## src/rtl/fifo_stream_drain.sv

```systemverilog
// Read-side drain stage for a synchronous FIFO: issues reads, absorbs the one-cycle read
// latency in a 3-entry skid buffer and presents words on a valid/ready stream.
module fifo_stream_drain #(
  parameter int unsigned WIDTH = 16
) (
  input  logic             clk,
  input  logic             rst_n,
  input  logic             enable,
  input  logic             flush,
  input  logic             fifo_empty,
  input  logic             fifo_underflow,
  input  logic [WIDTH-1:0] fifo_data_out,
  output logic             fifo_rd_en,
  output logic             m_valid,
  output logic [WIDTH-1:0] m_data,
  input  logic             m_ready,
  output logic [15:0]      word_count,
  output logic             err_underflow,
  output logic             busy
);

  logic [1:0]       occ_q, occ_d;
  logic [1:0]       wr_ptr_q, wr_ptr_d;
  logic [1:0]       rd_ptr_q, rd_ptr_d;
  logic             inflight_q, inflight_d;
  logic [WIDTH-1:0] mem_q [3];
  logic [WIDTH-1:0] mem_d [3];
  logic [15:0]      count_q, count_d;
  logic             err_q, err_d;
  logic [2:0]       pending;
  logic             push, pop;

  function automatic logic [1:0] ptr_next(input logic [1:0] p);
    return (p == 2'd2) ? 2'd0 : p + 2'd1;
  endfunction

  always_comb begin
    // Reads depend only on registered occupancy, never on m_ready.
    pending       = {1'b0, occ_q} + {2'b00, inflight_q};
    fifo_rd_en    = enable && !flush && !fifo_empty && (pending < 3'd3);
    m_valid       = (occ_q != 2'd0);
    m_data        = mem_q[rd_ptr_q];
    busy          = m_valid || inflight_q;
    word_count    = count_q;
    err_underflow = err_q;

    push = inflight_q && !flush && !fifo_underflow;
    pop  = m_valid && m_ready;

    occ_d      = occ_q;
    wr_ptr_d   = wr_ptr_q;
    rd_ptr_d   = rd_ptr_q;
    inflight_d = fifo_rd_en;
    mem_d      = mem_q;
    count_d    = count_q;
    err_d      = err_q;

    if (inflight_q && !flush && fifo_underflow) err_d = 1'b1;
    if (pop) count_d = count_q + 16'd1;

    if (push) begin
      mem_d[wr_ptr_q] = fifo_data_out;
      wr_ptr_d        = ptr_next(wr_ptr_q);
    end
    if (pop) rd_ptr_d = ptr_next(rd_ptr_q);

    unique case ({push, pop})
      2'b10:   occ_d = occ_q + 2'd1;
      2'b01:   occ_d = occ_q - 2'd1;
      default: occ_d = occ_q;
    endcase

    // Flush drops buffered words and the in-flight read; handshake still counts.
    if (flush) begin
      occ_d      = 2'd0;
      wr_ptr_d   = 2'd0;
      rd_ptr_d   = 2'd0;
      inflight_d = 1'b0;
    end
  end

  always_ff @(posedge clk or negedge rst_n) begin
    if (!rst_n) begin
      occ_q      <= 2'd0;
      wr_ptr_q   <= 2'd0;
      rd_ptr_q   <= 2'd0;
      inflight_q <= 1'b0;
      mem_q      <= '{default: '0};
      count_q    <= 16'd0;
      err_q      <= 1'b0;
    end else begin
      occ_q      <= occ_d;
      wr_ptr_q   <= wr_ptr_d;
      rd_ptr_q   <= rd_ptr_d;
      inflight_q <= inflight_d;
      mem_q      <= mem_d;
      count_q    <= count_d;
      err_q      <= err_d;
    end
  end

endmodule

```

## config.mk

```make
export PLATFORM = sky130hd
export DESIGN_NAME = fifo_stream_drain
export DESIGN_NICKNAME = d
export VERILOG_FILES = /design/src/rtl/fifo_stream_drain.sv
export SDC_FILE = /design/constraint.sdc
export NUM_CORES = 1
export LEC_CHECK = 0
export ABC_AREA = 1
export CAP_MARGIN = 15
export CORE_ASPECT_RATIO = 0.75
export CORE_MARGIN = 10
export CORE_UTILIZATION = 25
export DETAILED_ROUTE_END_ITERATION = 16
export PLACE_DENSITY = 0.42
export REMOVE_ABC_BUFFERS = 1
export SYNTH_ARGS = -nofsm -noshare
export SYNTH_HDL_FRONTEND = slang
export SYNTH_SLANG_ARGS = --single-unit
```

## constraint.sdc

```tcl
create_clock -name clk -period 2.3 [get_ports clk]
set_input_delay 0.23 -clock clk [delete_from_list [all_inputs] [get_ports clk]]
set_output_delay 0.23 -clock clk [all_outputs]
set_load 0.01 [all_outputs]
```

Word level (Yosys, flattened, before mapping)

Index checks and enable logic that the tools add are counted.

Add/sub/neg operators: 6
Order comparisons: 4
Equal/unequal tests: 4
Bitwise logic cells: 2
Reductions and logical operators: 16
Mux-type cells: 15

Operator list:

| operator                                                                     | count |
|---|---|
| 48-bit bitwise mux                                                           | 1 |
| 16-bit two-way mux                                                           | 3 |
| 16-bit binary-select mux with 2-bit select                                   | 1 |
| 16-bit demux with 2-bit select                                               | 1 |
| 16-bit by 1-bit adder with 16-bit output, second input constant              | 1 |
| 2-bit two-way mux                                                            | 7 |
| 1-bit logical AND                                                            | 8 |
| 2-bit by 1-bit adder with 2-bit output, second input constant                | 3 |
| 2-bit equality test, second input constant                                   | 3 |
| 3-bit greater-or-equal comparator, second input constant                     | 2 |
| 2-bit NOT with 3-bit output                                                  | 2 |
| 2-bit nonzero test                                                           | 3 |
| 2-bit case mux with 2 select lines                                           | 1 |
| 2-bit by 1-bit adder with 3-bit output                                       | 1 |
| 1-bit logical NOT                                                            | 3 |
| 3-bit by 1-bit less-than comparator with 1-bit output, second input constant | 1 |
| 3-bit by 2-bit less-than comparator with 1-bit output, second input constant | 1 |
| 3-bit nonzero test                                                           | 1 |
| 2-bit by 1-bit equality test with 1-bit output, second input constant        | 1 |
| 2-bit by 1-bit subtractor with 2-bit output, second input constant           | 1 |
| 1-bit logical OR                                                             | 1 |
| 1-bit two-way mux                                                            | 1 |

Output and inout port bits: 36
Logic and storage cells: 56
Register bits after elaboration: 72
Bits of input ports: 23

Logic depth before layout (Yosys ltp)

Depth in word-level cells: 6
Depth in mapped cells: 8
Depth with buffers taken out: 8

Worst setup path after synthesis

OpenSTA, ideal clock, no wires.

Kind: register -> output
Start point: reg occ_q[0]
End point: out fifo_rd_en
Setup slack: 0.501 ns
Cell stages (with the launch flop): 4
Data required time: 2.070 ns
Arrival: 1.569 ns
Path buffers: 0
Path through: dfrtp_1 > ha_1 > ha_1 > a2111oi_0

Word-level cells in the longest chain between the ends: 3

Ends and longest elaborated chain:

| what                                                  | RTL line | RTL |
|---|---|---|
| start, declared                                       | 22       | `logic [1:0] occ_q, occ_d;` |
| start signal, assigned                                | 84       | `occ_q <= 2'd0;` |
| start signal, assigned                                | 92       | `occ_q <= occ_d;` |
| 2-bit by 1-bit adder with 3-bit output                | 39       | `pending = {1'b0, occ_q} + {2'b00, inflight_q};` |
| 3-bit by 2-bit less-than comparator with 1-bit output | 40       | `fifo_rd_en = enable && !flush && !fifo_empty && (pending < 3'd3);` |
| 1-bit logical AND                                     | 40       |  |
| end, declared                                         | 13       | `output logic fifo_rd_en,` |

Every way passes these cells.

Final worst setup path

Same ends and word-level chain as after synthesis.

==> summary.txt <==
Run status
  – Status: finished clean

Power and ir drop
  – Sw Pwr: about 1.3 mW
  – Clock network power share: ~33%
  – Internal cell power: ~2.9 mW
  – Gate power share: about 29%
  – Switching Fraction: between 30 and 40%
  – PwrDens: 923 nW/um2
  – Worst IR Drop VDD: 0.000363 V
  – Reg power frac: 38.4%
  – Leak Pwr: about 2.1 nW

Route
  – DRT Pass-1 Iters: 4
  – Vias/cell: about 4.2
  – Iteration-0 DRC Markers: around 110
  – Routed WL: between 8 and 9 mm
  – Residual DRC: 0
  – Wirelength per Cell: about 14 um
  – Antenna Violating Nets Remaining: 0
  – Via count: 2688

Placed design
  – Hpwl dp: approximately 5.9 mm
  – DP Worst Slack: ~0.17 ns
  – Port bufs: 58
  – Final Wtd Congestion: around 0.74

GRT
  – Number of global-route vias before repair: about 2800
  – Overall routing resource usage: just under 10%
  – Grt ovf: 0
  – Antenna violations before repair: 0
  – Pin count of the biggest net entering global routing: 73
  – Global-route wire length before repair: approximately 15 mm

Floorplanning
  – DIE AREA: between 15000 and 20000 um2
  – Site Rows: 37
  – IO Pins: a little under 60
  – Core Region: 13600 um2
  – Initial Utilization: 25.2%
  – Die Y: 122 um
  – Chip Width: roughly 160 um

Min path
  – Hold WC Path Type: input pin to asynchronous set/reset pin

Logic synthesis
  – Synth Register Bits: 72
  – Post-Syn Area: 3440 um2
  – Ys Warns: 0
  – Area leader, netlist: dfrtp_1
  – Top cell type's share of synthesized area: between 50% and 60%
  – Synth Area per Inst: 8.86 um2
  – Post-synthesis sequential area ratio: a little over half
  – Post-synthesis cell type count: 28
  – Synth Instances: ~390
  – Synth top area cells: dfrtp_1 52%, nand2_1 13%, nand3_1 6.4%

Timing
  – Slew margin rel.: roughly 37%
  – TNS Setup: 0 ns
  – Tcrit/Tclk final: a little over nine tenths
  – Max Freq: 464 MHz
  – Unrepaired setup endpoints after global routing: false
  – Hold Worst Slack: 0.0307 ns
  – Post-route setup slack: 0.145 ns
  – Slew Limit Fails: 0
  – Final setup fails: 0
  – Tmin final: ~2.2 ns
  – Final hold vios: 0
  – Worst-case clock skew: about 0.0028 ns
  – Slew @ Worst Pin: about 0.95 ns

CTS
  – Clk Tree Root Cell: clkbuf_16
  – TritonCTS clock tree: built
  – Cts hold-fix bufs: 0
  – Total CTS buffers: 9
  – CTS HTree Levels: 3
  – Worst skew pair latency: ~0.33 ns
  – Post-CTS Setup Bufs: 0
  – Reg clk slew, reported paths: approximately 0.06 ns
  – CTS Sinks: 72
  – CTS Buffer Depth: 2

Setup path
  – Crit path max-delay family: adder cells
  – Most numerous cell on the critical path: ha_1
  – Crit start category: flop
  – Critical path capture point type: output pin
  – CP max FO: 4
  – Max stage delay on crit path: between 0.4 and 0.5 ns
  – Crit. Startpoint: occ_q[0]
  – Arrival time worst endpoint: roughly 1.9 ns
  – Cells along the critical path: ha_1 > ha_1 > a2111oi_1 > dlygate4sd2_1
  – WP buf/inv: 1
  – Reg-to-reg startpoint: word_count[0]
  – Critical Path RT: 2.07 ns
  – Crit-path slowest cell: dfrtp_1
  – Critical path class: flop to output pin

Flow run
  – Max Cap Viol: 0

Layout
  – Fin nets: 480
  – Share of layout cells above drive strength 1: roughly 14%
  – # diodes: 0
  – P&R area growth vs syn: 31.1%
  – Fillers: approximately 1400
-- metrics by stage --
stage                     cell area, um2  power (mW)  instances  util [%]
after floorplan                     3330        2.19        374         -
after global placement              4210        2.82        618      30.9
after detailed placement            4210        2.84        618      30.9
after CTS                           4500        4.25        634      33.1
after global routing                4500        4.44        634      33.1
final                               4500        4.16        634      33.1
-- layout make-up --
cell class	instances	area (um2)	share of cell area (%)
multi-input combinational	266	1400	31.0
sequential	72	1800	40.0
timing repair buffer	69	663	14.7
clock buffer	11	233	5.17
tap	175	219	4.86
inverter	36	135	3.00
clock inverter	5	57.6	1.28
-- placed cells by master (no fill, tap or decap) --
master / n
a2111oi_0: 1
inv_1: 34
inv_2: 1
clkdlybuf4s50_1: 56
ha_1: 3
nor2_2: 4
nor3_1: 1
nor3_4: 1
xnor2_1: 4
clkinv_1: 1
bufinv_16: 1
a2111oi_1: 1
nand2_1: 122
buf_6: 1
clkinv_2: 2
o21ai_1: 24
clkbuf_16: 9
o21ai_0: 6
buf_4: 11
o21ai_2: 24
a21o_1: 1
nand3b_1: 1
nand4_1: 4
dfrtp_1: 72
nand2_2: 2
nand3_2: 3
xor2_1: 7
and3_1: 1
nor2_1: 10
clkbuf_1: 2
nand3_1: 44
clkinv_4: 2
nor2_4: 1
nor2_8: 1
dlygate4sd2_1: 1
-- power by group through the flow --
stage	registers, mW	logic, mW	clock network, mW
CTS	1.60	1.22	1.43
finish	1.60	1.19	1.37
detailed placement	1.62	1.22	0
floorplan	1.63	0.554	0
global placement	1.62	1.21	0
global route	1.63	1.34	1.48
-- cell usage after synthesis --
cell type and n:
a2111oi_0 2, a21o_1 1, and3_1 1, buf_2 6, buf_6 6, clkbuf_1 2
clkinv_1 1, dfrtp_1 72, ha_1 3, inv_1 34, inv_2 1, nand2_1 122
nand2_2 2, nand3_1 44, nand3_2 3, nand3b_1 1, nand4_1 4, nor2_1 10
nor2_2 4, nor2_4 1, nor2_8 1, nor3_1 1, nor3_4 1, o21ai_0 6
o21ai_1 24, o21ai_2 24, xnor2_1 4, xor2_1 7
-- cells by family after synthesis --
family / count (synthesis) / synth area share (%)
xor gates and xnor gates: 11 / 2.80
AOI/OAI and AO/OA: 57 / 11.2
DFF: 72 / 52.4
buffers and inverters: 50 / 6.99
adders and majority gates: 3 / 1.09
and+or+nand+nor: 195 / 25.5
-- final timing paths --
check | endpoint | slack, ns | cells after the start
worst max-delay path | fifo_rd_en | 0.14 | 4
worst min-delay path | mem_q[43] | 0.03 | 1
worst max register to register | word_count[14] | 0.75 | 8
worst min register to register | err_underflow | 0.47 | 1
max in group asynchronous | mem_q[25] | 1.64 | 1
min in group clk | inflight_q | 0.46 | 3
-- routing by layer --
metal	GRT usage [%]	vias up	routed length, um
li1	-	1393	-
met1	12.6	1236	4290
met2	14.8	52	3850
met3	3.15	7	401
met4	2.98	0	119
met5	0	-	0
-- state kept, by name, indices dropped and copies added, names as in the netlist --
name and cells:
word_count 16, rd_ptr_q 2, inflight_q 1, wr_ptr_q 2, mem_q 48, err_underflow 1, occ_q 2
-- repair_timing --
| item | in CTS | in global routing |
|---|---|---|
| endpoints found under the setup margin | 1 | 7 |
| hold endpoints to repair | 0 | 0 |
| gates resized for setup | 1 | 2 |
Note: power is estimated with default switching activity, not from simulation.
